`src/rtl/core_mem_lsu.sv`:
```
// RV32I load/store unit with a tightly coupled single-port data RAM.

module sp_ram_data #(
  parameter int DEPTH     = 8,
  parameter int AW        = $clog2(DEPTH),
  parameter     INIT_FILE = "../data/dataMem_h.mem"
) (
  input  logic          clk,
  input  logic          we,
  input  logic [3:0]    be,
  input  logic [AW-1:0] addr,
  input  logic [31:0]   wdata,
  output logic [31:0]   rdata
);
  logic [31:0] mem_data [0:DEPTH-1];

  localparam string unused_init_file = INIT_FILE;

  // Byte-enabled write; contents are deliberately untouched by reset
  always_ff @(posedge clk) begin
    if (we) begin
      for (int b = 0; b < 4; b++) begin
        if (be[b]) mem_data[addr][8*b +: 8] <= wdata[8*b +: 8];
      end
    end
  end

  assign rdata = mem_data[addr];
endmodule

module core_mem_lsu #(
  parameter int DEPTH     = 8,
  parameter     INIT_FILE = "../data/dataMem_h.mem"
) (
  input  logic        clk,
  input  logic        rst_n,
  input  logic        req_i,
  input  logic        we_i,
  input  logic [2:0]  funct3_i,
  input  logic [31:0] addr_i,
  input  logic [31:0] wdata_i,
  input  logic        stall_i,
  output logic [31:0] rdata_o,
  output logic        rvalid_o,
  output logic        misaligned_o
);
  localparam int AW = $clog2(DEPTH);

  logic          accept_s;
  logic          legal_s;
  logic [3:0]    be_s;
  logic [31:0]   wlane_s;
  logic          ram_we_s;
  logic [31:0]   ram_rdata_s;
  logic [31:0]   rdata_r;
  logic          rvalid_r;
  logic          misaligned_r;
  logic          unused_addr_s;

  assign unused_addr_s = ^addr_i[31:AW+2];

  function automatic logic [31:0] load_extend(input logic [31:0] word,
                                               input logic [2:0]  f3,
                                               input logic [1:0]  off);
    logic [7:0]  byte_v;
    logic [15:0] half_v;
    byte_v = word[8*off +: 8];
    half_v = off[1] ? word[31:16] : word[15:0];
    case (f3)
      3'b000:  load_extend = {{24{byte_v[7]}}, byte_v};
      3'b001:  load_extend = {{16{half_v[15]}}, half_v};
      3'b100:  load_extend = {24'h000000, byte_v};
      3'b101:  load_extend = {16'h0000, half_v};
      default: load_extend = word;
    endcase
  endfunction

  assign accept_s = req_i & ~stall_i;

  // Decode width code into legality, byte enables and lane-replicated store data
  always_comb begin
    legal_s = 1'b0;
    be_s    = 4'b0000;
    wlane_s = 32'h0000_0000;
    case (funct3_i)
      3'b000: begin
        legal_s = 1'b1;
        be_s    = 4'b0001 << addr_i[1:0];
        wlane_s = {4{wdata_i[7:0]}};
      end
      3'b001: begin
        legal_s = ~addr_i[0];
        be_s    = addr_i[1] ? 4'b1100 : 4'b0011;
        wlane_s = {2{wdata_i[15:0]}};
      end
      3'b010: begin
        legal_s = (addr_i[1:0] == 2'b00);
        be_s    = 4'b1111;
        wlane_s = wdata_i;
      end
      3'b100: begin
        legal_s = ~we_i;
      end
      3'b101: begin
        legal_s = ~we_i & ~addr_i[0];
      end
      default: begin
        legal_s = 1'b0;
      end
    endcase
  end

  // A store coinciding with reset assertion must not reach the RAM
  assign ram_we_s = accept_s & we_i & legal_s & rst_n;

  sp_ram_data #(
    .DEPTH     (DEPTH),
    .AW        (AW),
    .INIT_FILE (INIT_FILE)
  ) sp_ram_data_i (
    .clk   (clk),
    .we    (ram_we_s),
    .be    (be_s),
    .addr  (addr_i[AW+1:2]),
    .wdata (wlane_s),
    .rdata (ram_rdata_s)
  );

  // Registered load result and one-cycle status pulses
  always_ff @(posedge clk or negedge rst_n) begin
    if (!rst_n) begin
      rdata_r      <= 32'h0000_0000;
      rvalid_r     <= 1'b0;
      misaligned_r <= 1'b0;
    end else if (accept_s) begin
      if (!legal_s) begin
        rvalid_r     <= 1'b0;
        misaligned_r <= 1'b1;
      end else if (!we_i) begin
        rdata_r      <= load_extend(ram_rdata_s, funct3_i, addr_i[1:0]);
        rvalid_r     <= 1'b1;
        misaligned_r <= 1'b0;
      end else begin
        rvalid_r     <= 1'b0;
        misaligned_r <= 1'b0;
      end
    end else begin
      rvalid_r     <= 1'b0;
      misaligned_r <= 1'b0;
    end
  end

  assign rdata_o      = rdata_r;
  assign rvalid_o     = rvalid_r;
  assign misaligned_o = misaligned_r;
endmodule

```
`config.mk`:
```
export PLATFORM = sky130hd
export DESIGN_NAME = core_mem_lsu
export DESIGN_NICKNAME = d
export VERILOG_FILES = /design/src/rtl/core_mem_lsu.sv
export SDC_FILE = /design/constraint.sdc
export NUM_CORES = 1
export LEC_CHECK = 0
export CAP_MARGIN = 30
export CORE_ASPECT_RATIO = 0.9
export CORE_MARGIN = 3
export CORE_UTILIZATION = 40
export CTS_BUF_LIST = sky130_fd_sc_hd__clkbuf_4 sky130_fd_sc_hd__clkbuf_8
export CTS_CLUSTER_DIAMETER = 200
export DETAILED_ROUTE_END_ITERATION = 12
export GPL_TIMING_DRIVEN = 0
export SETUP_SLACK_MARGIN = 0.4
export SLEW_MARGIN = 20
export SYNTH_ARGS = -nofsm -noshare
export SYNTH_HDL_FRONTEND = slang
export SYNTH_SLANG_ARGS = --single-unit
```
`constraint.sdc`:
```
create_clock -name clk -period 2 [get_ports clk]
set_input_delay 0.4 -clock clk [delete_from_list [all_inputs] [get_ports clk]]
set_output_delay 0.4 -clock clk [all_outputs]
set_load 0.02 [all_outputs]
```
Yosys cells after proc, flatten, opt, wreduce, memory -nomap -nowiden --
Memory sizes are Yosys's and may differ from the RTL's. Index checks and enable logic that the tools add are counted.
Word-level totals: output and inout port bits 34, bits in writable memories 256, flip-flop bits (word level) 34, logic and storage cells 44, memories 1
Cells by class: reductions and logical operators 3, shift operators 2, equality and inequality tests 4, multiplexer cells 23, bitwise gates (word level) 8
Memories:
- sp_ram_data_i.mem_data | words 8, bits a word 32, read ports 1, clocked after memory_dff 0, wr ports 1, RTL line 15 | logic [31:0] mem_data [0:DEPTH-1];
Operator list (number):
- 32-bit case mux with 4 select lines | 1
- 32-bit case mux with 3 select lines | 1
- 32-bit by 6-bit variable part select with 8-bit output | 1
- 1-bit two-way mux | 17
- 16-bit two-way mux | 1
- 4-bit case mux with 3 select lines | 1
- 3-bit equality test (second input constant) | 2
- 1-bit bitwise AND | 5
- 1-bit case mux with 5 select lines | 1
- 4-bit two-way mux | 1
- 1-bit by 2-bit << shifter with 4-bit output (first input constant) | 1
- 3-bit by 1-bit equality test with 1-bit output (second input constant) | 1
- 3-bit by 2-bit equality test with 1-bit output (second input constant) | 1
- 3-bit logical NOT | 1
- 1-bit NOT | 3
- 3-bit AND reduction | 1
- 2-bit logical NOT | 1

Logic depth before layout (Yosys ltp) --
Gate-level depths: netlist of the first run.
depth in word-level cells 7, mapped depth 12, depth with buffers taken out 7

Cells and area by module --
A second synthesis of the first run with hierarchy kept.
Unflattened totals: cells, all modules 722, area, all modules 12246.7 µm²
By module, submodules not included:
- sp_ram_data | seq. area each 7687.4 µm², cells an instance 417, times used 1, area an instance 9864.5 µm²
- core_mem_lsu | seq. area each 850.8 µm², cells an instance 305, times used 1, area an instance 2382.3 µm²

Worst setup path after synthesis of the first run --
No wires, ideal clock.
path kind input port to flip-flop, start input funct3_i[0], end memory sp_ram_data_i.mem_data[2][16] (enable), path buffers 1, data required time 1617 ps, setup slack -624 ps, stages on the path 6, arrival time 2241 ps, setup time 383 ps, cells stage by stage buf_1 > a21oi_1 > nand3_1 > nor3_1 > o21ai_1 > nor3_1
On the way: cells in the longest elaborated chain, start to end 6, elaborated cells on any way between the ends 12, those cells by class 4 x eq/ne; 5 x mux; 2 x bitwise; 1 x reduce/logical
RTL lines:
- start: declaration | RTL line 39 | input logic [2:0] funct3_i,
- 3-bit equality test, or another cell as far along | RTL line 85 | case (funct3_i)
- 1-bit case mux with 5 select lines | RTL line 85
- 1-bit bitwise AND (2 in a row) | RTL line 114 | assign ram_we_s = accept_s & we_i & legal_s & rst_n;
- 1-bit two-way mux (*) | RTL line 21 | if (we) begin
- 1-bit two-way mux (implied by the code) (*) | RTL line 23 | if (be[b]) mem_data[addr][8*b +: 8] <= wdata[8*b +: 8];
- end: declaration | RTL line 15
Mark *: on every way between the ends. The rest lies on a longest branch, timed or not.

Worst setup path after layout of the first run --
start memory sp_ram_data_i.mem_data[7][31], end register rdata_r[28], in the netlist rdata_o[28]
On the way: cells in the longest elaborated chain, start to end 3, elaborated cells on any way between the ends 4, those cells by class 1 x shift; 2 x mux; 1 x memory
RTL lines:
- memory read 8 x 32 bit (*)
- 32-bit by 6-bit variable part select with 8-bit output / 16-bit two-way mux (equally long branches) | RTL line 67, 68
- 32-bit case mux with 4 select lines (*) | RTL line 69 | case (f3)
- end signal: assignment | RTL line 140 | rdata_r <= load_extend(ram_rdata_s, funct3_i, addr_i[1:0]);
- end: declaration | RTL line 55 | logic [31:0] rdata_r;
Marks and branches as above. A chain may end at the register's enable or synchronous reset.

==> results.json, run 1 <==
{
  "status": "finished with violations",
  "violations": "setup timing",
  "synthSimpleGateAreaFrac_pct": 8.13,
  "postRouteAntennaNets": 0,
  "cts_root_buf": "clkbuf_8",
  "post_drt_wl_per_cell_um": 28.1,
  "finalHoldViolCount": 0,
  "finalSetupTns_ns": -0.799,
  "synth_area_um2": 12400,
  "grt-ovfl-total": 0,
  "synth_top_family_by_area": "multiplexers",
  "met2_usage_pct": 37.2,
  "power.density_nw_per_um2": 814,
  "path_cells": "mux4_2 > mux2_4 > nor3_4 > nor4_4 > a21oi_4 > buf_8 > a31oi_4",
  "clockBufferDepth": 3,
  "grt_start_max_net_pins": 19,
  "via_per_inst": 5.86,
  "rsz0062_at_grt": "true",
  "avgSynthCellArea_um2": 14.8,
  "netlist_top_cells_area": "edfxtp_1, dfrtp_1, mux4_2",
  "hold_depth": 3,
  "final_nets": 1155,
  "max-vdd-ir-drop_v": 0.000549,
  "min-delay-start": "stall_i",
  "numPortBuffers": 77,
  "final_common_cell": "edfxtp_1",
  "core_um2": 30200,
  "cts_tree": "built",
  "slew_headroom_pct": 37.0,
  "endpoint_kind": "flip-flop",
  "crit_required_ns": 2.43,
  "start_util_pct": 41.0,
  "drt-total-wl_mm": 42.9,
  "use_met3_pct": 6.18,
  "grt_usage_pct": 25.2,
  "finalCritPeriodShare_pct": 104,
  "nFillCells": 2339,
  "clkTransAtPathRegs_ns": 0.06,
  "worstHoldEndpoint": "misaligned_o$_DFF_PN0_",
  "die_h_um": 173,
  "cp_max_fo": 10,
  "antenna_found_initial": 0,
  "grt_pass1_wl_mm": 59.9,
  "slew_violations": 0,
  "final_cell_mix": "edfxtp_1, clkbuf_8, buf_4, buf_12, nor2_1",
  "yosys_most_used_dff": "edfxtp_1",
  "synth_top_area_share_pct": 62.2,
  "hpwl_mm": 27.3,
  "grt_pass1_vias": 8759,
  "synth_edf_count": 256,
  "clock_latency_ns": 0.56,
  "cts_sinks": 290,
  "finClkSkew_ns": 0.0186,
  "rrSetupSlack_ns": -0.08,
  "cpMaxStageDelayCell": "mux4_2",
  "vias": 8935,
  "tightest_slew_ns": 0.945,
  "use_met1_pct": 35.7,
  "first_iter_violations": 1092,
  "worstSetupStartpointType": "flip-flop",
  "ios": 106,
  "top_usage_layer": "met2",
  "synth_compound_area_share_pct": 9.82,
  "dieArea_um2": 33000,
  "rows": 60,
  "period_needed_ns": 2.08,
  "synth_nets": 906,
  "synthAdderAreaFrac_pct": 0,
  "max_cap_violations": 0,
  "async_reset_ff_share_pct": 11.7,
  "seq_area_frac_synth_pct": 69.1,
  "area_delta_synth_final_pct": 41.9,
  "arrival_ns": 2.51,
  "cts_max_level": 2,
  "finalSetupViolCount": 15,
  "leakagePower_uw": 0.00582,
  "max_freq_ghz": 0.480,
  "worstHoldPathType": "input port to flip-flop",
  "path_class": "flip-flop to flip-flop",
  "route.detailed.drc": 0,
  "synth-xor-area-share_pct": 0.0709,
  "reg2reg_depth": 7,
  "gp_congestion": 0.938,
  "cpPeakStageDelay_ns": 0.49,
  "cts_buffers": 48,
  "synth_top_area_cell": "edfxtp_1",
  "fp.dieW_um": 191,
  "drive_above_1_share_pct": 43.9,
  "muxShareOfSynthArea_pct": 10.3,
  "yosys_register_bits": 290,
  "ys_types": 57,
  "layout_setup_ws_ns": -0.0826,
  "timing.rr.start": "sp_ram_data_i.mem_data[7][31]$_DFFE_PP_",
  "yosys_warnings": 0,
  "dr.pass1.iters": 5,
  "pre_cts_ws_ns": -1.71,
  "r2r_end": "rdata_o[28]$_DFFE_PN0P_",
  "syn_inst": 834
}
-- cells by family (layout without fill, tap and decap cells) --
logic type / count (synthesis) / in the layout
flip-flops: 290 / 290
AND/OR/NAND/NOR: 219 / 219
AO/OA/AOI/OAI: 174 / 174
multiplexers: 92 / 92
buffers and inverters: 58 / 342
XOR/XNOR: 1 / 1
other: 0 / 3
-- final cells by class --
type                       instances  area, µm²  share of cell area [%]
sequential                       290       8540                    48.7
multi-input combinational        486       4610                    26.3
timing repair buffer             199       2240                    12.8
clock buffer                      72        847                    4.83
buffer                            50        669                    3.82
tap                              403        504                    2.87
clock inverter                    13       83.8                   0.478
inverter                           8       40.0                   0.228
antenna                            3       7.51                  0.0428
-- worst max path at each step --
| stage | start | to | slack [ns] | depth (start not counted) |
|---|---|---|---|---|
| after floorplan | funct3_i[1] | sp_ram_data_i.mem_data[2][16]$_DFFE_PP_ | -0.17 | 6 |
| after global placement | rst_n | sp_ram_data_i.mem_data[0][18]$_DFFE_PP_ | -2.08 | 5 |
| after detailed placement | addr_i[2] | rdata_o[4]$_DFFE_PN0P_ | -1.71 | 10 |
| after CTS | sp_ram_data_i.mem_data[7][31]$_DFFE_PP_ | rdata_o[28]$_DFFE_PN0P_ | -0.1 | 7 |
| after global routing | sp_ram_data_i.mem_data[7][31]$_DFFE_PP_ | rdata_o[28]$_DFFE_PN0P_ | -0.15 | 7 |
| final | sp_ram_data_i.mem_data[7][31]$_DFFE_PP_ | rdata_o[28]$_DFFE_PN0P_ | -0.08 | 7 |
-- Yosys cell counts, drive strengths merged (4+ instances only) --
cell type and instances:
edfxtp 256, nor2 86, nand2 59, a21oi 53, mux2i 53, dfrtp 34, mux4 27, buf 26
clkbuf 24, o21ai 20, a31oi 19, a22oi 15, nand2b 14, nor2b 14, o22ai 14, mux2 12
nor3 12, a221oi 11, and2 9, nand3 8, a221o 7, or2 7, o2bb2ai 6, a22o 5
inv 5, nor4 4
-- worst max-delay path, delay by kind of cell, from the launching register on --
family | cells | cell delay (ns)
buf+inv | 1 | 0.19
compound gates | 2 | 0.32
flops | 1 | 0.35
simple gates | 2 | 0.26
mux | 2 | 0.83
-- sequential cells by signal, summed over array words and instances, names as in the netlist --
| signal | cells |
|---|---|
| sp_ram_data_i.mem_data | 256 |
| rdata_o | 32 |
| misaligned_o | 1 |
| rvalid_o | 1 |
-- routing by layer --
metal | share of wire, % | wire length (µm)
met1 | 41 | 17700
met2 | 45 | 19200
met3 | 9.8 | 4190
met4 | 4.0 | 1730
met5 | 0 | 0
-- through the flow --
step	instance area, µm²	utilization, %	cells	power, µW	hold WS, ns
global route	17500	58.1	1521	14700	0.318
detailed placement	14200	47.2	1316	8950	0.391
finish	17500	58.1	1524	14300	0.312
CTS	17000	56.5	1498	14200	0.285
floorplan	12900	-	834	8040	0.104
global placement	14200	47.0	1314	8920	0.500
-- report_power, final --
part	internal, µW	switching, µW	leakage, µW	total, µW
Combinational	914	1320	0.00300	2230
Clock	2820	2300	0.000501	5120
Sequential	6790	132	0.00232	6920
Total	10500	3750	0.00582	14300
-- what timing repair did --
item	4_1_cts	5_1_grt
cloned	5	1
buffers inserted	91	21
hold buffers	1	0
setup endpoints to repair	515	366
pin swaps	77	40
resized for setup	369	65
hold endpoints to repair	34	0
(Power assumes the default switching activity.)
==> run 2, diff against run 1 <==
--- a/config.mk
+++ b/config.mk
@@ -5,10 +5,10 @@
 export SDC_FILE = /design/constraint.sdc
 export NUM_CORES = 1
 export LEC_CHECK = 0
-export CAP_MARGIN = 30
+export CAP_MARGIN = 15
 export CORE_ASPECT_RATIO = 0.9
 export CORE_MARGIN = 3
-export CORE_UTILIZATION = 40
+export CORE_UTILIZATION = 32
 export CTS_BUF_LIST = sky130_fd_sc_hd__clkbuf_4 sky130_fd_sc_hd__clkbuf_8
 export CTS_CLUSTER_DIAMETER = 200
 export DETAILED_ROUTE_END_ITERATION = 12
==> constraint.sdc (replaced) <==
create_clock -name clk -period 1.9 [get_ports clk]
set_input_delay 0.38 -clock clk [delete_from_list [all_inputs] [get_ports clk]]
set_output_delay 0.38 -clock clk [all_outputs]
set_load 0.02 [all_outputs]
==> run 2 against run 1 <==
Against the previous run:
- the run still ends with setup timing left
- clock-buffer cell count shrank 6
- cell count rose by 6.6%
- routed wire length is 2.6% higher
- utilization down 10 points
- register-to-register slack worse by 0.05 ns
- flip-flop and latch count stayed put
- sequential power increased by 5.8%
- first-iteration DRC count rose by 7.0%
- via count is 0.58% higher
- clock skew grew 0.016 ns
- critical endpoint is now rdata_o[26]$_DFFE_PN0P_
- largest cell class unchanged
==> results.json, run 2 (synthesis results as in run 1) <==
{
  "max-vdd-ir-drop_v": 0.000407,
  "rsz0062_at_grt": "true",
  "leakagePower_uw": 0.00604,
  "rows": 67,
  "grt_usage_pct": 21.0,
  "tightest_slew_ns": 0.843,
  "grt_pass1_wl_mm": 61.9,
  "cp_max_fo": 6,
  "dieArea_um2": 41000,
  "slew_violations": 0,
  "dp.cells": 1395,
  "diodes": 0,
  "arrival_ns": 2.51,
  "finalSetupViolCount": 27,
  "route.detailed.drc": 0,
  "status": "finished with violations",
  "grt-ovfl-total": 0,
  "endpoint_kind": "flip-flop",
  "finalCritPeriodShare_pct": 107,
  "regArea_um2": 8540,
  "cts_tree": "built",
  "grt_start_max_net_pins": 32,
  "nFillCells": 3161,
  "finClkSkew_ns": 0.0348,
  "post_drt_wl_per_cell_um": 27.1,
  "final_cell_mix": "edfxtp_1, buf_4, buf_6, buf_12, clkbuf_8",
  "cts_buffers": 46,
  "max_cap_violations": 0,
  "largest_reg_flops": 256,
  "drive_above_1_share_pct": 45.1,
  "cts_max_level": 2,
  "regMostFlops": "sp_ram_data_i.mem_data",
  "multi_input_area_um2": 4600,
  "worstSetupStartpointType": "flip-flop",
  "cts_root_buf": "clkbuf_8",
  "violations": "setup timing",
  "grt_pass1_vias": 8863,
  "path_class": "flip-flop to flip-flop",
  "die_h_um": 192,
  "worstHoldPathType": "input port to asynchronous set/reset pin",
  "postRouteAntennaNets": 0,
  "max_freq_ghz": 0.493,
  "clkTransAtPathRegs_ns": 0.06,
  "ios": 106,
  "first_iter_violations": 1168,
  "vias": 8987,
  "finalHoldViolCount": 0,
  "hpwl_mm": 28.3,
  "core_um2": 37600,
  "clockBufferDepth": 3,
  "antenna_found_initial": 0,
  "power.density_nw_per_um2": 866,
  "numPortBuffers": 77,
  "final_cells": 1625,
  "via_per_inst": 5.53,
  "fp.dieW_um": 213,
  "cts_sinks": 290,
  "final_nets": 1178,
  "area_delta_synth_final_pct": 46.2,
  "layout_setup_ws_ns": -0.129,
  "final_util_pct": 48.0,
  "dr.pass1.iters": 6,
  "final_common_cell": "edfxtp_1",
  "clock_latency_ns": 0.60,
  "power_uw": 15600,
  "period_needed_ns": 2.03,
  "start_util_pct": 32.8,
  "gp_congestion": 0.946,
  "crit_required_ns": 2.38,
  "drt-total-wl_mm": 44.0,
  "slew_headroom_pct": 43.8,
  "rrSetupSlack_ns": -0.13
}
-- run 2: per-layer routing --
metal,wire [µm],global-route usage (%)
met1,18500,29.7
met5,0,0
met2,19600,32.0
met3,4640,5.41
met4,1210,6.15
-- run 2: power breakdown --
group | internal (µW) | switching, µW | leakage [µW]
clock network | 3040 | 2520 | 0.000506
logic | 1320 | 1430 | 0.00321
registers | 7150 | 179 | 0.00232
total | 11500 | 4130 | 0.00604
-- run 2: final cells by class --
class / count / area share (%)
repair buffers: 225 / 14.7
plain buffers: 49 / 3.73
clock inverters: 18 / 0.762
flip-flops and latches: 290 / 47.3
multi-input cells: 486 / 25.5
inverters: 8 / 0.222
clock buffers: 66 / 4.51
well taps: 483 / 3.34
-- run 2: what timing repair did --
item	4_1_cts	5_1_grt
endpoints found under the setup margin	543	465
gates cloned	5	0
buffers inserted	108	31
pin swaps	69	40
hold buffers	3	0
gates resized for setup	438	50
hold endpoints to repair	34	0
-- run 2: critical path, stage by stage, from the launching register on --
cell and delay, ns:
edfxtp_1 0.32, mux2i_1 0.07, mux4_2 0.59, and3_4 0.24, nor4_4 0.28, a21oi_4 0.11, buf_6 0.15, a31oi_1 0.17
-- run 2: path summary, 6_finish.rpt --
| kind | end | cells past startpoint | from |
|---|---|---|---|
| setup / recovery | rdata_o[26]$_DFFE_PN0P_ | 7 | sp_ram_data_i.mem_data[3][7]$_DFFE_PP_ |
| hold / removal | rdata_o[18]$_DFFE_PN0P_ | 2 | rst_n |
| setup reg to reg | rdata_o[26]$_DFFE_PN0P_ | 7 | sp_ram_data_i.mem_data[3][7]$_DFFE_PP_ |
| hold reg to reg | rdata_o[19]$_DFFE_PN0P_ | 2 | rdata_o[19]$_DFFE_PN0P_ |
| max in group asynchronous | rdata_o[6]$_DFFE_PN0P_ | 4 | rst_n |
| min in group clk | misaligned_o$_DFF_PN0_ | 3 | funct3_i[1] |
-- run 2: per-stage QoR --
stage	cell area, µm²	TNS (ns)	setup WS, ns	hold slack, ns
global route	18100	-4.16	-0.198	0.219
floorplan	13000	-37.71	-0.249	0.0844
global placement	14300	-715.08	-2.11	0.503
detailed placement	14400	-589.68	-1.82	0.201
CTS	17600	-2.72	-0.151	0.167
finish	18100	-2.46	-0.129	0.206
==> run 3, diff against run 2 <==
--- a/config.mk
+++ b/config.mk
@@ -14,7 +14,6 @@
 export DETAILED_ROUTE_END_ITERATION = 12
 export GPL_TIMING_DRIVEN = 0
 export SETUP_SLACK_MARGIN = 0.4
-export SLEW_MARGIN = 20
 export SYNTH_ARGS = -nofsm -noshare
 export SYNTH_HDL_FRONTEND = slang
 export SYNTH_SLANG_ARGS = --single-unit
==> run 3 against run 2 <==
Against the previous run:
- highest routed layer unchanged
- global-route usage about the same
- critical path type unchanged
- the run still ends with setup timing left
- cell count increased by 0.80%
- flip-flop and latch count unchanged
==> results.json, run 3 (synthesis results as in run 1) <==
{
  "status": "finished with violations",
  "violations": "setup timing",
  "slew_headroom_pct": 39.0,
  "layout_setup_ws_ns": -0.165,
  "period_needed_ns": 2.07,
  "power.density_nw_per_um2": 875,
  "rows": 67,
  "grt-ovfl-total": 0,
  "p_int_uw": 11700,
  "cp_top_family": "multiplexers",
  "use_met1_pct": 28.8,
  "cpMaxStageDelayCell": "mux4_2",
  "regMostFlops": "sp_ram_data_i.mem_data",
  "finalSetupTns_ns": -3.08,
  "cts_tree": "built",
  "hpwl_mm": 28.3,
  "tightest_slew_ns": 0.915,
  "final_util_pct": 48.5,
  "grt_usage_pct": 21.0,
  "endpoint_kind": "flip-flop",
  "grt_pass1_vias": 8878,
  "final_cell_mix": "edfxtp_1, buf_4, buf_6, buf_12, clkbuf_8",
  "cts_sinks": 290,
  "dr.pass1.iters": 5,
  "area_delta_synth_final_pct": 47.6,
  "dpl_cell_area_um2": 14300,
  "numPortBuffers": 77,
  "drt-total-wl_mm": 44.7,
  "pre_cts_ws_ns": -1.93,
  "grt_start_max_net_pins": 35,
  "use_met3_pct": 6.13,
  "leakagePower_uw": 0.00611,
  "final_common_cell": "edfxtp_1",
  "cts_root_buf": "clkbuf_8",
  "top_usage_layer": "met2",
  "finalHoldViolCount": 0,
  "path_class": "flip-flop to flip-flop",
  "clockPowerShare_pct": 36.5,
  "p_sw_share_pct": 26.7,
  "dieArea_um2": 41000,
  "cts_buffers": 47,
  "nFillCells": 3150,
  "slew_violations": 0,
  "first_iter_violations": 1023,
  "combPwrFrac_pct": 17.6,
  "antenna_found_initial": 0,
  "die_h_um": 192,
  "grt_pass1_wl_mm": 61.7,
  "gp_congestion": 0.946,
  "via_per_inst": 5.58,
  "worstSetupStartpointType": "flip-flop",
  "clkTransAtPathRegs_ns": 0.06,
  "max_cap_violations": 0,
  "core_um2": 37600,
  "route.detailed.drc": 0,
  "cp_max_fo": 10,
  "largest_reg_flops": 256,
  "fp.dieW_um": 213,
  "max-vdd-ir-drop_v": 0.000501,
  "drive_above_1_share_pct": 46.8,
  "crit_required_ns": 2.32,
  "finalCritPeriodShare_pct": 109,
  "post_drt_wl_per_cell_um": 27.3,
  "cpPeakStageDelay_ns": 0.49,
  "ios": 106,
  "finalSetupViolCount": 26,
  "start_util_pct": 32.8,
  "clock_latency_ns": 0.59,
  "rsz0062_at_grt": "true",
  "crit_buf_inv": 1,
  "final_nets": 1188,
  "max_freq_ghz": 0.484,
  "met2_usage_pct": 32.7,
  "worstHoldPathType": "input port to flip-flop",
  "postRouteAntennaNets": 0,
  "clockBufferDepth": 3,
  "finClkSkew_ns": 0.0544,
  "power.share.sequential_pct": 45.9,
  "holdWs_ns": 0.216,
  "vias": 9140,
  "diodes": 0,
  "final_area_um2": 18200,
  "switchingPower_uw": 4270,
  "arrival_ns": 2.49,
  "cts_max_level": 2,
  "path_cells": "mux4_2 > mux2_4 > nor3_4 > nor4_4 > a21oi_4 > buf_8 > a31oi_4"
}
run 3: changes by cell type in the layout (fill, tap and decap cells not counted), sizes merged, moves of 2 or more:
cell	before	now
clkdlybuf4s50	34	32
buf	211	219
bufinv	2	4
clkinv	17	24
clkinvlp	0	2
run 3: through the flow:
stage,power [µW],cells
after detailed placement,9470,1394
final,16000,1638
after floorplan,8480,834
after CTS,15600,1595
after global routing,16400,1638
after global placement,9450,1394
run 3: path summary, 6_finish.rpt:
kind                                                          from                 endpoint  slack, ns  cells after the start
max in group asynchronous                                    rst_n  rdata_o[31]$_DFFE_PN0P_       1.30                      3
setup / recovery           sp_ram_data_i.mem_data[6][31]$_DFFE_PP_  rdata_o[28]$_DFFE_PN0P_      -0.17                      7
hold / removal                                         funct3_i[0]   misaligned_o$_DFF_PN0_       0.22                      3
setup reg to reg           sp_ram_data_i.mem_data[6][31]$_DFFE_PP_  rdata_o[28]$_DFFE_PN0P_      -0.17                      7
hold reg to reg                            rdata_o[31]$_DFFE_PN0P_  rdata_o[31]$_DFFE_PN0P_       0.51                      2
min in group asynchronous                                    rst_n   rdata_o[0]$_DFFE_PN0P_       0.39                      3
run 3: per-layer routing:
layer / part of all wire (%) / vias to the layer above
li1: - / 3847
met1: 41 / 4596
met2: 45 / 602
met3: 12 / 95
met4: 2.5 / 0
met5: 0 / -
run 3: final cells by class:
cell class / count / area (µm²) / area share, %
repair buffers: 234 / 2700 / 14.8
flip-flops and latches: 290 / 8540 / 46.8
clock inverters: 28 / 255 / 1.40
clock buffers: 60 / 757 / 4.15
well taps: 483 / 604 / 3.31
plain buffers: 49 / 659 / 3.61
inverters: 8 / 40.0 / 0.219
multi-input cells: 486 / 4690 / 25.7
run 3: worst min-delay path, stage by stage:
cell and delay (ns):
buf_12 0.10, nor4_4 0.05, nor3_1 0.16
run 3: power groups by stage:
stage	Sequential, µW	Combinational, µW	Clock, µW
2_1_floorplan	7620	861	0
3_3_place_gp	7430	2020	0
3_5_place_dp	7430	2040	0
4_1_cts	7310	2480	5860
5_1_grt	7330	2930	6180
6_report	7320	2820	5820
run 3: repair_timing:
item,CTS,global route
setup endpoints to repair,575,430
hold buffers,2,0
gates resized for setup,412,94
pin swaps,60,42
gates cloned,7,1
buffers inserted,105,42
hold endpoints to repair,34,0
